`src/rtl/ctrl_pkg.sv`:
```
// Shared types and encodings for the multi-cycle RV32I control sequencer.
// State enum, write-back mux selects, opcode and ALU-op constants.
package ctrl_pkg;

  typedef enum logic [2:0] {
    FETCH  = 3'd0,
    DECODE = 3'd1,
    EXE    = 3'd2,
    NOP    = 3'd3,
    S_MEM  = 3'd4,
    L_MEM  = 3'd5,
    L_WB   = 3'd6,
    TRAP   = 3'd7
  } state_t;

  // Register-file write-data mux selects
  localparam logic [2:0] RWD_ALU   = 3'b000;
  localparam logic [2:0] RWD_LOAD  = 3'b001;
  localparam logic [2:0] RWD_LUI   = 3'b010;
  localparam logic [2:0] RWD_AUIPC = 3'b011;
  localparam logic [2:0] RWD_PC4   = 3'b100;

  // RV32I major opcodes
  localparam logic [6:0] OP_R     = 7'b0110011;
  localparam logic [6:0] OP_I     = 7'b0010011;
  localparam logic [6:0] OP_LUI   = 7'b0110111;
  localparam logic [6:0] OP_AUIPC = 7'b0010111;
  localparam logic [6:0] OP_JAL   = 7'b1101111;
  localparam logic [6:0] OP_JALR  = 7'b1100111;
  localparam logic [6:0] OP_B     = 7'b1100011;
  localparam logic [6:0] OP_S     = 7'b0100011;
  localparam logic [6:0] OP_L     = 7'b0000011;

  // ALU op constants
  localparam logic [3:0] ALU_ADD  = 4'b0000;
  localparam logic [2:0] F3_SHR   = 3'b101;

  // Opcodes that complete in a single EXE cycle
  function automatic logic is_exe_class(input logic [6:0] op);
    case (op)
      OP_R, OP_I, OP_LUI, OP_AUIPC, OP_JAL, OP_JALR, OP_B: return 1'b1;
      default:                                             return 1'b0;
    endcase
  endfunction

endpackage

```
`src/rtl/alu_op_decoder.sv`:
```
// Combinational ALU-op decoder: instr_code -> {funct7[5], funct3}.
// Shared with the single-cycle core; loads/stores and U/J types use ADD.
module alu_op_decoder
  import ctrl_pkg::*;
(
  input  logic [31:0] instr_code,
  output logic [3:0]  alu_controls
);

  logic [6:0] opcode_s;
  logic [2:0] funct3_s;
  logic       unused_s;

  assign opcode_s = instr_code[6:0];
  assign funct3_s = instr_code[14:12];
  assign unused_s = ^{instr_code[31], instr_code[29:15], instr_code[11:7]};

  // Map opcode class to ALU op; only shifts-right look at funct7[5] for I-type
  always_comb begin
    alu_controls = ALU_ADD;
    case (opcode_s)
      OP_R: alu_controls = {instr_code[30], funct3_s};
      OP_I: begin
        if (funct3_s == F3_SHR) begin
          alu_controls = {instr_code[30], funct3_s};
        end else begin
          alu_controls = {1'b0, funct3_s};
        end
      end
      OP_B:    alu_controls = {1'b0, funct3_s};
      default: alu_controls = ALU_ADD;
    endcase
  end

endmodule

```
`src/rtl/multicycle_ctrl_fsm.sv`:
```
// Multi-cycle control sequencer (FETCH/DECODE/EXE/MEM/WB) for the RV32I datapath.
// Drives datapath control fields, PC/IR strobes and a timed req/ready data-memory
// handshake. Optional macro ILLEGAL_TRAP_EN sends unknown opcodes to a sticky TRAP
// state; without it they retire as a no-op.
module multicycle_ctrl_fsm
  import ctrl_pkg::*;
#(
  parameter int WAIT_MAX = 15,
  parameter int CNT_W    = 8
) (
  input  logic        clk,
  input  logic        reset,
  input  logic [31:0] instr_code,
  input  logic        d_ready,
  output logic        ir_en,
  output logic        pc_en,
  output logic [3:0]  alu_controls,
  output logic        reg_wr_en,
  output logic        d_req,
  output logic        d_wr_en,
  output logic [2:0]  d_func3,
  output logic        aluSrcMuxSel,
  output logic [2:0]  RegWdataSel,
  output logic        branch,
  output logic        jal,
  output logic        jalr,
  output logic        bus_err,
  output logic        illegal_instr
);

  state_t           state_r;
  state_t           next_state_s;
  logic [CNT_W-1:0] wait_cnt_r;
  logic [6:0]       opcode_s;
  logic [2:0]       funct3_s;
  logic             mem_st_s;
  logic             timeout_s;
  logic             unused_s;

  assign opcode_s  = instr_code[6:0];
  assign funct3_s  = instr_code[14:12];
  assign unused_s  = ^{instr_code[31:15], instr_code[11:7]};
  assign mem_st_s  = (state_r == S_MEM) || (state_r == L_MEM);
  // Completion wins over timeout when d_ready arrives on the last allowed cycle
  assign timeout_s = mem_st_s && !d_ready && (wait_cnt_r == CNT_W'(WAIT_MAX));

  alu_op_decoder u_alu_op_decoder (
    .instr_code   (instr_code),
    .alu_controls (alu_controls)
  );

  // Next-state selection
  always_comb begin
    next_state_s = state_r;
    case (state_r)
      FETCH: next_state_s = DECODE;
      DECODE: begin
        if (is_exe_class(opcode_s)) begin
          next_state_s = EXE;
        end else if (opcode_s == OP_S) begin
          next_state_s = S_MEM;
        end else if (opcode_s == OP_L) begin
          next_state_s = L_MEM;
        end else begin
`ifdef ILLEGAL_TRAP_EN
          next_state_s = TRAP;
`else
          next_state_s = NOP;
`endif
        end
      end
      EXE: next_state_s = FETCH;
      NOP: next_state_s = FETCH;
      S_MEM: begin
        if (d_ready || timeout_s) begin
          next_state_s = FETCH;
        end else begin
          next_state_s = S_MEM;
        end
      end
      L_MEM: begin
        if (d_ready) begin
          next_state_s = L_WB;
        end else if (timeout_s) begin
          next_state_s = FETCH;
        end else begin
          next_state_s = L_MEM;
        end
      end
      L_WB: next_state_s = FETCH;
`ifdef ILLEGAL_TRAP_EN
      TRAP: next_state_s = TRAP;
`else
      TRAP: next_state_s = FETCH;
`endif
      default: next_state_s = FETCH;
    endcase
  end

  // State register and memory wait counter (cleared in DECODE, the only way into a MEM state)
  always_ff @(posedge clk or negedge reset) begin
    if (!reset) begin
      state_r    <= FETCH;
      wait_cnt_r <= {CNT_W{1'b0}};
    end else begin
      state_r <= next_state_s;
      if (state_r == DECODE) begin
        wait_cnt_r <= {CNT_W{1'b0}};
      end else if (mem_st_s && !d_ready) begin
        wait_cnt_r <= wait_cnt_r + CNT_W'(1);
      end else begin
        wait_cnt_r <= wait_cnt_r;
      end
    end
  end

  // Moore output decode from state and instr_code; memory exit terms also see d_ready
  always_comb begin
    ir_en         = 1'b0;
    pc_en         = 1'b0;
    reg_wr_en     = 1'b0;
    d_req         = 1'b0;
    d_wr_en       = 1'b0;
    d_func3       = 3'b000;
    aluSrcMuxSel  = 1'b0;
    RegWdataSel   = RWD_ALU;
    branch        = 1'b0;
    jal           = 1'b0;
    jalr          = 1'b0;
    bus_err       = 1'b0;
    illegal_instr = 1'b0;
    case (state_r)
      // FETCH is also the reset state, so the IR strobe is held off while reset is low
      FETCH:  ir_en = reset;
      DECODE: ir_en = 1'b0;
      EXE: begin
        pc_en = 1'b1;
        case (opcode_s)
          OP_R: reg_wr_en = 1'b1;
          OP_I: begin
            reg_wr_en    = 1'b1;
            aluSrcMuxSel = 1'b1;
          end
          OP_LUI: begin
            reg_wr_en   = 1'b1;
            RegWdataSel = RWD_LUI;
          end
          OP_AUIPC: begin
            reg_wr_en   = 1'b1;
            RegWdataSel = RWD_AUIPC;
          end
          OP_JAL: begin
            reg_wr_en   = 1'b1;
            jal         = 1'b1;
            RegWdataSel = RWD_PC4;
          end
          OP_JALR: begin
            reg_wr_en   = 1'b1;
            jal         = 1'b1;
            jalr        = 1'b1;
            RegWdataSel = RWD_PC4;
          end
          OP_B:    branch = 1'b1;
          default: pc_en  = 1'b1;
        endcase
      end
      NOP: pc_en = 1'b1;
      S_MEM: begin
        d_req        = 1'b1;
        d_wr_en      = 1'b1;
        aluSrcMuxSel = 1'b1;
        d_func3      = funct3_s;
        pc_en        = d_ready || timeout_s;
        bus_err      = timeout_s;
      end
      L_MEM: begin
        d_req        = 1'b1;
        aluSrcMuxSel = 1'b1;
        d_func3      = funct3_s;
        pc_en        = timeout_s;
        bus_err      = timeout_s;
      end
      L_WB: begin
        reg_wr_en    = 1'b1;
        RegWdataSel  = RWD_LOAD;
        aluSrcMuxSel = 1'b1;
        d_func3      = funct3_s;
        pc_en        = 1'b1;
      end
`ifdef ILLEGAL_TRAP_EN
      TRAP: illegal_instr = 1'b1;
`else
      TRAP: illegal_instr = 1'b0;
`endif
      default: pc_en = 1'b0;
    endcase
  end

endmodule

```
`config.mk`:
```
export PLATFORM = sky130hd
export DESIGN_NAME = multicycle_ctrl_fsm
export DESIGN_NICKNAME = d
export VERILOG_FILES = /design/src/rtl/ctrl_pkg.sv /design/src/rtl/alu_op_decoder.sv /design/src/rtl/multicycle_ctrl_fsm.sv
export SDC_FILE = /design/constraint.sdc
export NUM_CORES = 1
export LEC_CHECK = 0
export CAP_MARGIN = 30
export CELL_PAD_IN_SITES_DETAIL_PLACEMENT = 1
export CELL_PAD_IN_SITES_GLOBAL_PLACEMENT = 2
export CORE_UTILIZATION = 18
export DETAILED_ROUTE_END_ITERATION = 6
export PLACE_DENSITY_LB_ADDON = 0.1
export SLEW_MARGIN = 10
export SYNTH_ARGS = -nofsm -noshare
export SYNTH_HDL_FRONTEND = slang
export SYNTH_SLANG_ARGS = --single-unit
export TNS_END_PERCENT = 1
```
`constraint.sdc`:
```
create_clock -name clk -period 1.9 [get_ports clk]
set_clock_uncertainty 0.05 [all_clocks]
set_input_delay 0.19 -clock clk [delete_from_list [all_inputs] [get_ports clk]]
set_output_delay 0.19 -clock clk [all_outputs]
set_load 0.05 [all_outputs]
```
Word level (Yosys, flattened, before mapping)
Cells that the tools add are included.
Operators by class
  add/sub/neg operators: 1
  multiplexer cells: 31
  reduce and logical (&&, ||, !) cells: 14
  eq/ne operators: 18
Operators by type and width (number)
  == test 7 x 6 -> 1 bit (second input constant): 3
  == test 7 bit (second input constant): 3
  2-to-1 mux 3 bit: 7
  2-to-1 mux 8 bit: 2
  == test 3 bit (second input constant): 5
  one-hot mux 3 bit (5 select lines): 1
  == test 7 x 5 -> 1 bit (second input constant): 2
  2-to-1 mux 1 bit: 14
  one-hot mux 4 bit (3 select lines): 1
  one-hot mux 3 bit (3 select lines): 1
  adder 8 x 1 -> 8 bit (second input constant): 1
  == test 8 x 4 -> 1 bit (second input constant): 1
  == test 7 x 2 -> 1 bit (second input constant): 1
  OR reduction 7 bit: 1
  == test 3 x 2 -> 1 bit (second input constant): 2
  one-hot mux 3 bit (2 select lines): 1
  OR reduction 3 bit: 2
  OR reduction 6 bit: 1
  2-to-1 mux 4 bit: 1
  one-hot mux 1 bit (2 select lines): 2
  OR reduction 2 bit: 2
  OR reduction 4 bit: 1
  == test 3 x 1 -> 1 bit (second input constant): 1
  logical NOT 3 bit: 1
  other kinds (5): 7
Word-level totals
  output and inout bits: 21
  logic and storage cells: 66
  bits of input ports: 35
  register bits: 11

Depth between registers and ports, before layout
  depth after elaboration: 7
  mapped depth: 4
  gate-level depth less buffers: 4

By module
From an unflattened synthesis, not the netlist that was laid out.
Unflattened totals
  cells, all modules: 104
  area, all modules: 887.1 um2
By module, submodules not included
  multicycle_ctrl_fsm: cells an instance 91, area an instance 780.7 um2, sequential area each 275.3 um2, instances 1
  alu_op_decoder: cells an instance 13, area an instance 106.4 um2, sequential area each 0.0 um2, instances 1

Worst setup path before layout
OpenSTA, ideal clock, no wires.
  path type: flip-flop to output port
  from: register wait_cnt_r[4]
  to: output port pc_en
  cell stages (with the launch flop): 4
  path buffers: 0
  slack: -892 ps
  arrival: 2552 ps
  required time: 1660 ps
  cells stage by stage: dfrtp_1 or4_1 nor3_1 or2_2
Between the ends
  cells in the longest elaborated chain, start to end: 4
RTL lines
  from (decl): RTL line multicycle_ctrl_fsm.sv:33  | logic [CNT_W-1:0] wait_cnt_r;
  from (signal assigned): RTL line multicycle_ctrl_fsm.sv:104  | wait_cnt_r <= {CNT_W{1'b0}};
  from (signal assigned): RTL line multicycle_ctrl_fsm.sv:108  | wait_cnt_r <= {CNT_W{1'b0}};
  from (signal assigned): RTL line multicycle_ctrl_fsm.sv:110  | wait_cnt_r <= wait_cnt_r + CNT_W'(1);
  == test 8 x 4 -> 1 bit (*): RTL line multicycle_ctrl_fsm.sv:45  | assign timeout_s = mem_st_s && !d_ready && (wait_cnt_r == CNT_W'(WAIT_MAX));
  logical AND 1 bit (*): RTL line multicycle_ctrl_fsm.sv:45
  logical OR 1 bit: RTL line multicycle_ctrl_fsm.sv:173  | pc_en = d_ready || timeout_s;
  one-hot mux 1 bit (3 select lines) (*): RTL line multicycle_ctrl_fsm.sv:132  | case (state_r)
  to (decl): RTL line multicycle_ctrl_fsm.sv:16  | output logic pc_en,
Every way passes the cells marked *; elsewhere a longest branch is shown, timed or not.

Worst setup path after layout
  from: register wait_cnt_r[5]
  to: output port pc_en
Same word-level chain as after synthesis.

==> metrics <==
Clock power frac=0.201; layout cells sized above 1=0.410; Slew HR=0.656; Period minus WS final=~1900 ps; Int Power=0.000706 W; Clock Sinks=11; yosys warns=0; crit share post-route=1.01; DR pass1 iterations=6; die area=around 5000 µm²; switching pwr=between 0.0004 and 0.0005 W; syn avg cell area=between 8 and 9 µm²; violated checks=negative setup slack; final core occ=0.394; outcome=finished, violations left; fmax=between 0.5 and 0.6 GHz; Sw Ratio=0.391; Seq/Total Area, Yosys=0.323; Initial Util=0.192; Final Hold Viols=0; number of I/O pins=56; max cap viols=0; setup TNS=-34.9 ps; Detailed Route WL=3220 µm; Site Rows=24; DRC violations left=0; post-layout total power=0.00116 W; Worst-Margin Slew=514 ps; drt via density=between 4 and 5; Root Driver=clkbuf_8; antenna diode count=0; Required @ worst endpoint=~1700 ps; critical path launch point=wait_cnt_r[5]; crit-path max FO=5; Yosys cell types=42; async set-or-reset flop fraction in the synthesized netlist=1.00; vias in the first global route=about 1000; worst r2r src=state_r[1]; routed len/inst=around 15 µm; commonest non-fill, non-tap cell in the layout=buf_4; clock-pin slew on the worst setup and hold paths=about 50 ps; commonest non-fill, non-tap cells in the layout=buf_4, buf_12, clkdlybuf4s50_1, dfrtp_1, a21oi_1; gpl congestion=0.750; initial antenna violation count=0; die width=roughly 71 µm; pwr dens=~660 nW/µm²; Setup CP Type=reg2out; Max VDD drop=0.421 mV; Antenna Violating Nets Remaining=0; Final Max Slew Viols=0; RSZ-0062 raised after global routing=true; met3 GRT Util=0.0313; Synth Register Bits=11; Critical Path Start Type=flip-flop; GRT Max-Usage Layer=met2; H-tree levels=1; port bufs=33; Crit. End Element=output pin; Final #Nets=198; clk buf depth=2; core area=4440 µm²; Final WS setup=-17.7 ps; via count=about 1000; worst hold-check path type=in2async; hpwl dp=approximately 2600 µm; GR Overflow Total=0; clock latency on the worst-skew pair=approximately 240 ps; routing usage on met2=0.205; largest net degree at the start of global routing=12; 1st-iter DRT viols=60; gr usage total=0.133; dominant synthesized flop cell=dfrtp_1; Worst Path Arrival=about 1700 ps; wire length of the first global-routing pass=around 5300 µm; Worst Reg-to-Reg Cells=3; Num CTS Buffers=3; TritonCTS clock tree=built; synthesized net count=140; Setup violations, final=2; Placed Area=roughly 1600 µm²; Cells after Synth=approximately 100; synthesized area=around 850 µm²; dpl cells=about 210; Post-synth EDFFs=0; Seq pwr share=0.242; Filler Cells Inserted=between 500 and 600; area grow syn2layout=105%; met1 Usage GRT=0.195; Leak Pwr=between 0.7 and 0.8 nW; Logic pwr share=0.557; Die Ht=around 70 µm; final non-filler cell total=213; post-route cell area=about 1800 µm²
[through the flow]
stage / worst slack (ps) / hold slack, ps
floorplan: -520 / -156
detailed placement: -144 / 500
CTS: -65.4 / 311
global placement: -135 / 484
global route: -85.8 / 329
finish: -17.7 / 295
[registers in the layout (all words and copies together), names as in the netlist]
signal and flops:
wait_cnt_r 8, state_r 3
[area by class of cell]
cell class,instances,area [µm²],share of cell area
clock buffers,4,45.0,0.0257
multi-input cells,84,629,0.360
inverters,4,15.0,0.00858
flip-flops and latches,11,275,0.157
repair buffers,58,721,0.412
well taps,52,65.1,0.0372
[worst max-delay path, stage by stage, from the launching register on]
cell     delay (ps)
dfrtp_1         410
or4_4           560
nor3_4          180
or2_2           160
buf_12          130
[cells by family after synthesis]
kind of cell	synth area share
xor gates and xnor gates	0.0103
AOI/OAI and AO/OA	0.194
and+or+nand+nor	0.396
muxes	0.0132
adders and majority gates	0.0147
other	0.00439
DFF	0.323
buffers and inverters	0.0454
[routing by layer]
layer | routed length (µm) | part of all wire
met3 | 101 | 0.031
met5 | 0 | 0
met4 | 0 | 0
met1 | 1600 | 0.50
met2 | 1510 | 0.47
[path summary, 6_finish.rpt]
| kind | slack (ps) | to |
|---|---|---|
| worst max-delay path | -20 | pc_en |
| worst min-delay path | 290 | wait_cnt_r[6] |
| worst max register to register | 140 | wait_cnt_r[7] |
| worst min register to register | 490 | wait_cnt_r[1] |
| max in group asynchronous | 1350 | wait_cnt_r[2] |
| min in group clk | 460 | state_r[2] |
[cells in the mapped netlist, types with 2 or more instances]
cell type / instances / area, µm²
nor3b_1: 2 / 15.0
nor2_1: 7 / 26.3
and3_1: 3 / 18.8
nand2_1: 7 / 26.3
dfrtp_1: 11 / 275
clkbuf_1: 3 / 11.3
nand2b_1: 3 / 18.8
nand3_1: 5 / 25.0
nor4b_1: 3 / 26.3
or4_1: 4 / 30.0
o21ai_0: 2 / 10.0
or3_1: 2 / 12.5
nor4_1: 2 / 12.5
a21oi_1: 9 / 45.0
inv_1: 4 / 15.0
and4b_1: 2 / 20.0
o31ai_1: 4 / 30.0
nor3_1: 4 / 20.0
and2_1: 4 / 25.0
[power by group through the flow]
stage	clock, W	sequential (W)	combinational [W]
after global routing	0.000260	0.000283	0.000694
after detailed placement	0	0.000283	0.000630
after global placement	0	0.000283	0.000625
after floorplan	0	0.000274	0.000333
after CTS	0.000246	0.000280	0.000636
final	0.000233	0.000281	0.000645
[repair_timing]
item	in CTS	in global routing
hold buffers	0	0
gates resized for setup	4	12
endpoints found under the setup margin	6	14
gates cloned	0	0
buffers inserted	0	3
pin swaps	0	0
Note: power is estimated with default switching activity, not from simulation.
